--- src/rtl/regfile_write_queue.sv ---
// In-order write queue in front of the register file write port.
// Buffers multi-cycle results, issues one write per cycle and reports pending writes for RAW stalls.
module regfile_write_queue #(
    parameter int unsigned DEPTH  = 4,
    parameter int unsigned DATA_W = 32
) (
    input  logic              clk,
    input  logic              rst_n,
    input  logic              in_valid,
    output logic              in_ready,
    input  logic [4:0]        in_reg_no,
    input  logic [DATA_W-1:0] in_data,
    input  logic              stall,
    input  logic              flush,
    output logic              reg_write,
    output logic [4:0]        write_reg_no,
    output logic [DATA_W-1:0] write_data,
    input  logic [4:0]        lookup_reg1,
    input  logic [4:0]        lookup_reg2,
    output logic              pending1,
    output logic              pending2,
    output logic [4:0]        count
);

    localparam int unsigned PTR_W   = (DEPTH > 1) ? $clog2(DEPTH) : 1;
    localparam logic [4:0]  DEPTH_C = 5'(DEPTH);

    logic [PTR_W-1:0]  wr_ptr_q, rd_ptr_q;
    logic [4:0]        count_q, count_d;
    logic              reg_write_q;
    logic [4:0]        write_reg_no_q;
    logic [DATA_W-1:0] write_data_q;

    logic [4:0]        reg_mem  [DEPTH];
    logic [DATA_W-1:0] data_mem [DEPTH];

    logic              push, pop;
    logic              hit1, hit2;
    logic [PTR_W-1:0]  idx;

    // Writes to $0 handshake normally but never occupy an entry.
    assign in_ready = (count_q < DEPTH_C);
    assign push     = in_valid && in_ready && (in_reg_no != 5'd0) && !flush;
    assign pop      = !stall && (count_q != 5'd0) && !flush;

    always_comb begin
        count_d = count_q;
        if (push && !pop) begin
            count_d = count_q + 5'd1;
        end else if (pop && !push) begin
            count_d = count_q - 5'd1;
        end
    end

    always_ff @(posedge clk or negedge rst_n) begin
        if (!rst_n) begin
            wr_ptr_q       <= '0;
            rd_ptr_q       <= '0;
            count_q        <= '0;
            reg_write_q    <= 1'b0;
            write_reg_no_q <= '0;
            write_data_q   <= '0;
        end else if (flush) begin
            wr_ptr_q    <= '0;
            rd_ptr_q    <= '0;
            count_q     <= '0;
            reg_write_q <= 1'b0;
        end else begin
            count_q     <= count_d;
            reg_write_q <= pop;
            if (push) begin
                wr_ptr_q <= wr_ptr_q + PTR_W'(1);
            end
            if (pop) begin
                rd_ptr_q       <= rd_ptr_q + PTR_W'(1);
                write_reg_no_q <= reg_mem[rd_ptr_q];
                write_data_q   <= data_mem[rd_ptr_q];
            end
        end
    end

    always_ff @(posedge clk) begin
        if (push) begin
            reg_mem[wr_ptr_q]  <= in_reg_no;
            data_mem[wr_ptr_q] <= in_data;
        end
    end

    // Scan the occupied window starting at the read pointer.
    always_comb begin
        hit1 = 1'b0;
        hit2 = 1'b0;
        idx  = '0;
        for (int unsigned i = 0; i < DEPTH; i++) begin
            idx = rd_ptr_q + PTR_W'(i);
            if (5'(i) < count_q) begin
                if (reg_mem[idx] == lookup_reg1) hit1 = 1'b1;
                if (reg_mem[idx] == lookup_reg2) hit2 = 1'b1;
            end
        end
    end

    assign pending1 = (lookup_reg1 != 5'd0) &&
                      (hit1 || (reg_write_q && (write_reg_no_q == lookup_reg1)));
    assign pending2 = (lookup_reg2 != 5'd0) &&
                      (hit2 || (reg_write_q && (write_reg_no_q == lookup_reg2)));

    assign reg_write    = reg_write_q;
    assign write_reg_no = write_reg_no_q;
    assign write_data   = write_data_q;
    assign count        = count_q;

endmodule
--- config.mk ---
export PLATFORM = sky130hd
export DESIGN_NAME = regfile_write_queue
export DESIGN_NICKNAME = d
export VERILOG_FILES = /design/src/rtl/regfile_write_queue.sv
export SDC_FILE = /design/constraint.sdc
export NUM_CORES = 1
export LEC_CHECK = 0
export BUFFER_PORTS_ARGS = -buffer_cell sky130_fd_sc_hd__buf_2
export CAP_MARGIN = 20
export CORE_UTILIZATION = 40
export DETAILED_ROUTE_END_ITERATION = 7
export PLACE_DENSITY = 0.62
export SETUP_SLACK_MARGIN = 0.3
export SLEW_MARGIN = 20
export SYNTH_ARGS = -nofsm -noshare
export SYNTH_HDL_FRONTEND = slang
export SYNTH_SLANG_ARGS = --single-unit
--- constraint.sdc ---
create_clock -name clk -period 6 [get_ports clk]
set_input_delay 0.9 -clock clk [delete_from_list [all_inputs] [get_ports clk]]
set_output_delay 0.9 -clock clk [all_outputs]
set_load 0.02 [all_outputs]
==> results of run 1 <==
[placed cells by master, fill, tap and decap left out, drive strengths merged, types with 2 or more instances in the layout]
cell type	count
clkbuf	18
dfrtp	47
inv	12
and2	5
clkinv	5
nand4	4
nand3	4
edfxtp	148
mux4	52
a21oi	5
nand2	4
or4	3
nor2	14
buf	101
a31oi	2
mux2	37
xor2	30
ha	8
o311a	2
o21ai	3
nor3	3
nor4	7
xnor2	26
[worst min path at each step]
stage,startpoint,to,slack (ns),cells after the start
2_1_floorplan,wr_ptr_q[1],wr_ptr_q[1],0.54,2
3_3_place_gp,write_data[23],write_data[23],0.48,1
3_5_place_dp,write_data[29],write_data[29],0.49,1
4_1_cts,write_data[29],write_data[29],0.51,1
5_1_grt,write_data[22],write_data[22],0.52,1
6_report,write_data[29],write_data[29],0.50,1
[worst max-delay path, delay by kind of cell, from the launching register on]
family | cells | cell delay, ns
flops | 1 | 1.09
mux | 1 | 0.71
xor+xnor | 1 | 0.16
compound gates | 2 | 0.29
simple gates | 2 | 0.43
buf+inv | 1 | 0.18
[layer usage]
metal	share of wire, %	global-route usage [%]	vias up
met4	0.93	4.38	2
met2	51	26.7	90
li1	-	-	1932
met5	0.082	0	-
met3	4.1	3.62	12
met1	44	20.0	2170
[power breakdown]
group          switching (uW)  internal, uW
clock network             562           568
logic                     689           669
registers                 242          1720
[registers in the layout (all words and copies together) (netlist names)]
signal,flops
wr_ptr_q,2
data_mem,128
rd_ptr_q,2
reg_write,1
write_reg_no,5
reg_mem,20
count,5
write_data,32
[area by class of cell]
type | count | area share (%)
multi-input combinational | 217 | 26.8
antenna | 1 | 0.0258
clock inverter | 14 | 1.79
timing repair buffer | 101 | 5.43
inverter | 4 | 0.155
tap | 270 | 3.48
clock buffer | 18 | 4.42
sequential | 195 | 57.9
[kinds of logic (layout without fill, tap and decap cells)]
kind of cell               after synthesis  in the layout  share of synthesized area (%)
other                                    0              1                              0
adders and majority gates                9              9                           1.32
muxes                                   90             90                           19.5
and+or+nand+nor                         46             46                           2.98
buffers and inverters                   31            137                           1.83
DFF                                    195            195                           67.2
xor gates and xnor gates                56             56                           5.86
AOI/OAI and AO/OA                       16             16                           1.35
[metrics by stage]
stage | std cells | hold slack [ns] | total power (uW)
after detailed placement | 786 | 0.492 | 3380
after global placement | 786 | 0.485 | 3340
final | 820 | 0.502 | 4450
after global routing | 819 | 0.521 | 4700
after CTS | 818 | 0.509 | 4510
after floorplan | 443 | 0.542 | 2970
==> flow_summary.yaml, run 1 <==
critical_path:
  worstSetupEndpoint: "pending1"
  critical_path_peak_fanout: 54
  ff_to_ff_end: "write_data[30]"
  critPathRequiredTime_ns: 5.10
  ff2ff_setup_slack_ns: 3.26
  critical-path-max-stage-delay_ns: 1.09
  critPathKind: "reg2out"
  crit_slowest_cell: "dfrtp_4"
  worstRegToRegCells: 6
  setup.worst_path.start: "rd_ptr_q[0]"
  critical_path_arrival_ns: 3.31
  category_of_the_worst_setup_path_capture_point: "output port"
  cp-start-kind: "register"
  crit_path_cell_trace: "mux4_1 > xor2_1 > nor4_1 > nand3_1 > o311a_1 > a21oi_1 > buf_2"
  reg2reg_from: "count[0]"
global_routing:
  grt_remaining_overflow: 0
  grtUsageTotal_pct: 15.7
  grt_start_max_net_pins: 55
  grt_first_pass_wirelength_mm: 25.1
  antenna_found_initial: 2
  grt_pass1_vias: 4478
route:
  dr_total_vias: 4206
  drtPass1Iterations: 4
  drtAntennaViolNets: 0
  route.detailed.vias_per_inst: 5.13
  drt_first_iter_violations: 223
  avgRoutedWirePerCell_microns: 19.4
  drt_drc_violations_left: 0
  drt-total-wl_mm: 15.9
placed_design:
  placed_cell_area_sq_um: 9090
  place_worst_setup_slack_ns: 2.19
  buffer_ports.inserted: 97
  place.gp.congestion: 0.863
  place_hpwl_mm: 9.82
clocking:
  cts_made_buffers: 17
  clockRootBuffer: "clkbuf_16"
  cts_repair_resize_count: 0
  cts_max_path_buffers: 2
  clock-sinks: 195
  cts_post_setup_buffers_inserted: 0
  h-tree-depth: 4
  cts-hold-fix-buffers: 0
  cts_tree: "done"
  clock_insertion_delay_at_the_later_pin_of_the_skew_report_ns: 0.44
  clkSlewWorstSetupHoldPaths_ns: 0.07
sta:
  hold_viol: 0
  timing.clock.skew_ns: 0.0162
  fin_tns_setup_ns: 0
  relSlewSlack_pct: 28.8
  final.setup.worst_slack_ns: 1.79
  rsz_0062_raised_after_global_routing: "no"
  period_share_pct: 70.1
  slew_at_the_pin_with_the_worst_max_slew_slack_ns: 1.07
  finalCriticalPeriod_ns: 4.21
  slew_viol_final: 0
  maxClockFrequency_ghz: 0.238
  final-setup-viol-count: 0
worst_hold_path:
  holdCritPathClass: "reg2reg"
synth:
  synth_nets: 503
  synth.avg_cell_area_sq_um: 18.9
  synth_seq_cells: 195
  netlist_instances: 443
  most_common_cell_in_the_synthesized_netlist: "edfxtp_1"
  synthDominantCellAreaShare_pct: 53.1
  synth_area_leaders: "edfxtp_1, dfrtp_1, mux4_2"
  seq_total_area_yosys_pct: 67.2
  synthDistinctLibCells: 36
  synthTopCellsByCount: "edfxtp_1, dfrtp_1, mux4_2"
  synth-edff-count: 148
  synth.cell_area_sq_um: 8360
  synth_ff_type: "edfxtp_1"
  synth.largest_area_cell: "edfxtp_1"
  async_s_r_ff_share_synth_pct: 24.1
  syn_warnings: 0
floorplanning:
  dieArea_sq_um: 21500
  top_level_ports: 98
  placementRows: 52
  die_y_microns: 147
  placeableCoreArea_sq_um: 20400
  die-width_microns: 147
  initial_utilization_pct: 41.1
layout:
  area_delta_synth_final_pct: 16.2
  nets: 596
  multiInputGateArea_sq_um: 2610
  post-route-cell-area_sq_um: 9720
  postLayoutCoreUtil_pct: 47.7
  layout.area.seq_sq_um: 5630
  fill_cells: 1751
  drive_gt1_share_pct: 40.6
status:
  outcome: "finished, final reports clean"
pwr:
  power_density_nw_per_um2: 458
  ir_drop_mv: 0.286
  leakage_uw: 0.00342
job:
  max-cap-violations: 0
Power figures use the tool's default switching activity.
==> inputs of run 2 (changes only) <==
ABC_AREA = 1   (was unset)
PLACE_DENSITY = 0.64   (was 0.62)
clock period = 3.54 ns   (was 6 ns; I/O delays follow)
==> run 2 against run 1 <==
Effect of this change: critical path type unchanged; combinational power is 91% higher; clock power is 63% higher; area after synthesis is 6.4% higher; flip-flop and latch count stayed put; critical path depth is 5 higher; clock skew is 0.0054 ns lower; via count is 64% higher; count of clock-buffer cells in the layout is 1 higher; worst setup slack worse by 1.3 ns.
==> flow_summary.yaml, run 2 <==
clocking:
  cts_tree: "done"
  cts-hold-fix-buffers: 0
  clockRootBuffer: "clkbuf_16"
  h-tree-depth: 4
  clkSlewWorstSetupHoldPaths_ns: 0.07
  clock-sinks: 195
  clock_insertion_delay_at_the_later_pin_of_the_skew_report_ns: 0.43
  cts_post_setup_buffers_inserted: 0
  cts_max_path_buffers: 2
  cts_made_buffers: 17
sta:
  final-setup-viol-count: 0
  period_share_pct: 86.4
  finalCriticalPeriod_ns: 3.06
  slew_at_the_pin_with_the_worst_max_slew_slack_ns: 0.843
  maxClockFrequency_ghz: 0.327
  slew_viol_final: 0
  rsz_0062_raised_after_global_routing: "no"
  timing.clock.skew_ns: 0.0108
  hold_viol: 0
  fin_tns_setup_ns: 0
  relSlewSlack_pct: 43.7
  final.setup.worst_slack_ns: 0.481
critical_path:
  critPathRequiredTime_ns: 3.01
  cp_top_family: "simple AND/OR/NAND/NOR gates"
  cp-start-kind: "register"
  critical_path_arrival_ns: 2.53
  critPathKind: "reg2out"
  worstRegToRegCells: 6
  crit_path_cell_trace: "inv_2 > nand2_1 > nand2_4 > nand2_1 > nand2_1 > nor2_1 > nor2_1 > nand2_1 > nor2_1 > nor2_1 > a21oi_1 > buf_2"
  reg2reg_from: "count[3]"
  crit_slowest_cell: "dfrtp_2"
  cp.buffers_inverters: 2
  critical-path-max-stage-delay_ns: 0.50
  ff2ff_setup_slack_ns: 0.94
  ff_to_ff_end: "data_mem[1][13]"
  critical_path_peak_fanout: 18
  category_of_the_worst_setup_path_capture_point: "output port"
placed_design:
  placed_cell_area_sq_um: 9680
  place_hpwl_mm: 14.8
  place.gp.congestion: 0.953
  buffer_ports.inserted: 97
  post-place-cells: 1275
  place_worst_setup_slack_ns: 0.869
layout:
  largest_register_ff_count: 128
  post-route-cell-area_sq_um: 10300
  area_delta_synth_final_pct: 15.5
  post_layout_nonfiller_instances: 1307
  antenna_cells_inserted: 0
  nets: 1074
  postLayoutCoreUtil_pct: 47.1
  most_common_library_cell_in_the_layout_ignoring_fill_and_taps: "nand2_1"
  fill_cells: 2048
  final_cell_mix: "nand2_1, nand3_1, edfxtp_1"
  multiInputGateArea_sq_um: 2940
  register_bank_with_the_most_flops: "data_mem"
  layout.area.seq_sq_um: 5620
  drive_gt1_share_pct: 15.1
route:
  drt_first_iter_violations: 567
  avgRoutedWirePerCell_microns: 17.0
  drt-total-wl_mm: 22.2
  route.detailed.vias_per_inst: 5.26
  dr_total_vias: 6880
  drt_drc_violations_left: 0
  drtAntennaViolNets: 0
  drtPass1Iterations: 5
synth:
  synth-edff-count: 148
  synthTopCellsByCount: "nand2_1, nand3_1, edfxtp_1"
  synth.cell_area_sq_um: 8900
  synth_nets: 986
  netlist_instances: 926
  synth.largest_area_cell: "edfxtp_1"
  syn_warnings: 0
  synth_area_leaders: "edfxtp_1, nand2_1, dfrtp_1"
  most_common_cell_in_the_synthesized_netlist: "nand2_1"
  synth.avg_cell_area_sq_um: 9.61
  synthDistinctLibCells: 28
  synth_seq_cells: 195
  async_s_r_ff_share_synth_pct: 24.1
  seq_total_area_yosys_pct: 63.2
  synth_ff_type: "edfxtp_1"
  synthDominantCellAreaShare_pct: 50.0
global_routing:
  globalRouteMet3Util_pct: 3.04
  grt_remaining_overflow: 0
  grt_start_max_net_pins: 65
  met2_layer_usage_reported_by_global_route_pct: 31.3
  gr-usage-met1_pct: 29.5
  grt_first_pass_wirelength_mm: 34.8
  top_usage_layer: "met2"
  grtUsageTotal_pct: 20.4
  grt_pass1_vias: 6364
  antenna_found_initial: 0
floorplanning:
  placeableCoreArea_sq_um: 21800
  top_level_ports: 98
  placementRows: 54
  initial_utilization_pct: 40.8
  die_y_microns: 151
  die-width_microns: 151
  dieArea_sq_um: 22800
pwr:
  power_density_nw_per_um2: 726
  ir_drop_mv: 0.336
  leakage_uw: 0.00440
status:
  outcome: "finished, final reports clean"
worst_hold_path:
  holdCritPathClass: "in2async"
job:
  max-cap-violations: 0
==> run 2: changes by cell type in the layout (fill, tap and decap cells not counted), sizes merged, moves of 23 or more <==
cell,delta
nand2,+331
mux2,-37
xnor2,-25
xor2,-23
inv,+44
nand4,+30
nor2,+30
mux4,-52
nand3,+164
==> run 2: power breakdown <==
part | switching (uW) | internal [uW] | leakage [uW]
registers | 216 | 2800 | 0.00192
logic | 1830 | 772 | 0.00220
clock network | 899 | 941 | 0.000277
==> run 2: worst max-delay path by stage <==
stage                           start              to  slack, ns  cells past startpoint
after floorplan              count[3]  data_mem[0][0]       0.34                      5
after global placement    rd_ptr_q[0]        pending2       0.85                     12
after detailed placement  rd_ptr_q[0]        pending2       0.87                     12
after CTS                 rd_ptr_q[0]        pending2       0.40                     12
after global routing      rd_ptr_q[1]        pending2       0.31                     12
final                     rd_ptr_q[1]        pending2       0.48                     12
==> run 2: stage by stage <==
step / total power, uW / hold slack, ns
4_1_cts: 7470 / 0.133
2_1_floorplan: 4820 / 0.235
3_3_place_gp: 5620 / 0.450
3_5_place_dp: 5640 / 0.456
5_1_grt: 7940 / 0.149
6_report: 7460 / 0.111
==> run 2: cells by family after synthesis <==
kind of cell	synth area share [%]
buffers and inverters	4.28
XOR/XNOR	0.788
adder cells (fa/ha/maj)	1.13
flip-flops	63.2
AND/OR/NAND/NOR	28.1
AO/OA/AOI/OAI	2.52
==> run 2: area by class of cell <==
class	count	area share, %
flip-flops and latches	195	54.7
multi-input cells	640	28.6
repair buffers	110	5.87
clock buffers	19	4.21
well taps	280	3.41
inverters	50	1.85
clock inverters	13	1.35
==> run 2: what timing repair did <==
action                                  4_1_cts  5_1_grt
gates resized for setup                       0        6
hold endpoints to repair                      0        0
endpoints found under the setup margin        0        2
==> run 2: per-layer routing <==
metal / share of wire (%) / wire length [microns]
met2: 46 / 10200
met3: 6.1 / 1360
met1: 46 / 10300
met4: 1.4 / 301
met5: 0 / 0
==> inputs of run 3 (changes only) <==
CORE_MARGIN = 10   (was unset)
CORE_UTILIZATION = 44   (was 40)
PLACE_DENSITY = 0.69   (was 0.64)
==> run 3 against run 2 <==
Effect of this change: sequential share of layout area fell by 0.25 points; worst hold slack better by 0.065 ns; via count shrank 0.70%; count of clock-buffer cells in the layout unchanged; fmax up 0.43%; wire length rose by 0.74%; clock power is 6% higher; first-iteration DRC count up 3.4%.
==> flow_summary.yaml, run 3 (same netlist as run 2, synthesis figures left out) <==
pwr:
  power_density_nw_per_um2: 736
  netSwitchingPower_uw: 2930
  seq_power_share_pct: 39.6
  ir_drop_mv: 0.422
  swShare_pct: 38.5
  leakage_uw: 0.00443
  clock_power_share_pct: 25.7
  fin_total_pwr_uw: 7600
  internal_power_uw: 4670
  comb_power_share_pct: 34.8
layout:
  largest_register_ff_count: 128
  drive_gt1_share_pct: 15.4
  final_cell_mix: "nand2_1, nand3_1, edfxtp_1"
  nets: 1078
  register_bank_with_the_most_flops: "data_mem"
  area_delta_synth_final_pct: 16.1
  most_common_library_cell_in_the_layout_ignoring_fill_and_taps: "nand2_1"
  post-route-cell-area_sq_um: 10300
  fill_cells: 1786
critical_path:
  category_of_the_worst_setup_path_capture_point: "output port"
  crit_slowest_cell: "dfrtp_2"
  ff2ff_setup_slack_ns: 1.02
  critical_path_arrival_ns: 2.51
  cp_top_family: "simple AND/OR/NAND/NOR gates"
  cp.buffers_inverters: 2
  crit_path_cell_trace: "buf_6 > nand2_1 > nand2_2 > nand2_1 > nand2_1 > nor2_1 > nor2_1 > nand2_1 > nor2_1 > nor2_1 > a21oi_1 > buf_2"
  setup.worst_path.start: "rd_ptr_q[1]"
  critical_path_peak_fanout: 31
  crit_cells: 12
  cp-start-kind: "register"
  ff_to_ff_end: "data_mem[3][31]"
  worstSetupEndpoint: "pending2"
  critPathKind: "reg2out"
  reg2reg_from: "count[2]"
  critPathRequiredTime_ns: 3.01
  worstRegToRegCells: 6
  critical-path-max-stage-delay_ns: 0.40
clocking:
  cts_max_path_buffers: 2
  clock_insertion_delay_at_the_later_pin_of_the_skew_report_ns: 0.43
  clkSlewWorstSetupHoldPaths_ns: 0.07
  cts-hold-fix-buffers: 0
  clock-sinks: 195
  cts_made_buffers: 17
  h-tree-depth: 4
  clockRootBuffer: "clkbuf_16"
  cts_tree: "done"
placed_design:
  place_hpwl_mm: 14.4
  place.gp.congestion: 0.961
  place_worst_setup_slack_ns: 0.694
  placed_cell_area_sq_um: 9660
  buffer_ports.inserted: 97
sta:
  final-setup-viol-count: 0
  timing.clock.skew_ns: 0.0120
  period_share_pct: 86.0
  maxClockFrequency_ghz: 0.328
  slew_at_the_pin_with_the_worst_max_slew_slack_ns: 0.881
  finalCriticalPeriod_ns: 3.05
  relSlewSlack_pct: 41.2
  final.setup.worst_slack_ns: 0.494
  slew_viol_final: 0
  rsz_0062_raised_after_global_routing: "no"
  whs_ns: 0.176
  hold_viol: 0
  fin_tns_setup_ns: 0
route:
  drt-total-wl_mm: 22.4
  drtPass1Iterations: 6
  dr_total_vias: 6832
  route.detailed.vias_per_inst: 5.26
  avgRoutedWirePerCell_microns: 17.2
  routed_metal_1_wirelength_mm: 9.73
  drt_first_iter_violations: 586
  drtAntennaViolNets: 0
  drt_drc_violations_left: 0
  met2WireLength_mm: 10.7
  routed-wl-met3_mm: 1.75
  top_layer_used: "met5"
global_routing:
  grt_pass1_vias: 6630
  grt_first_pass_wirelength_mm: 35.5
  grt_start_max_net_pins: 65
  antenna_found_initial: 6
  grtUsageTotal_pct: 17.1
  grt_remaining_overflow: 0
floorplanning:
  initial_utilization_pct: 45.3
  die_y_microns: 162
  die-width_microns: 162
  top_level_ports: 98
  placementRows: 51
  dieArea_sq_um: 26300
  placeableCoreArea_sq_um: 19700
job:
  max-cap-violations: 0
status:
  outcome: "finished, final reports clean"
worst_hold_path:
  holdCritPathClass: "in2async"
run 3: per-stage QoR:
step,cells,util (%)
2_1_floorplan,926,-
3_3_place_gp,1261,49.2
3_5_place_dp,1261,49.2
4_1_cts,1293,52.2
5_1_grt,1296,52.5
6_report,1299,52.5
run 3: what timing repair did:
| item | in CTS | in global routing |
|---|---|---|
| gates resized for setup | 1 | 8 |
| buffers inserted | 0 | 3 |
| hold endpoints to repair | 0 | 0 |
| endpoints found under the setup margin | 2 | 2 |
run 3: final cells by class:
cell class	instances	area, sq um	share of cell area [%]
Inverter	50	193	1.87
Sequential cell	195	5630	54.5
Clock buffer	19	433	4.19
Timing Repair Buffer	114	633	6.13
Tap cell	265	332	3.21
Multi-Input combinational cell	640	2940	28.4
Clock inverter	13	168	1.62
Antenna cell	3	7.51	0.0727
run 3: per-layer routing:
layer,global-route usage [%],vias up
met3,5.28,20
met5,0,-
met4,5.09,4
met2,27.4,253
met1,21.7,3200
li1,-,3355
run 3: worst min path at each step:
stage / end / depth (start not counted) / slack (ns) / start
finish: write_reg_no[2] / 1 / 0.18 / rst_n
global route: write_reg_no[2] / 1 / 0.22 / rst_n
CTS: write_reg_no[2] / 1 / 0.19 / rst_n
detailed placement: write_data[30] / 2 / 0.45 / write_data[30]
global placement: write_data[26] / 2 / 0.45 / write_data[26]
floorplan: count[0] / 0 / 0.24 / rst_n
run 3: power by group through the flow:
stage	clock network, uW	logic [uW]	registers, uW
CTS	1970	2600	3020
global placement	0	2550	3060
global route	2070	2970	3050
detailed placement	0	2580	3070
finish	1950	2640	3010
floorplan	0	1500	3320
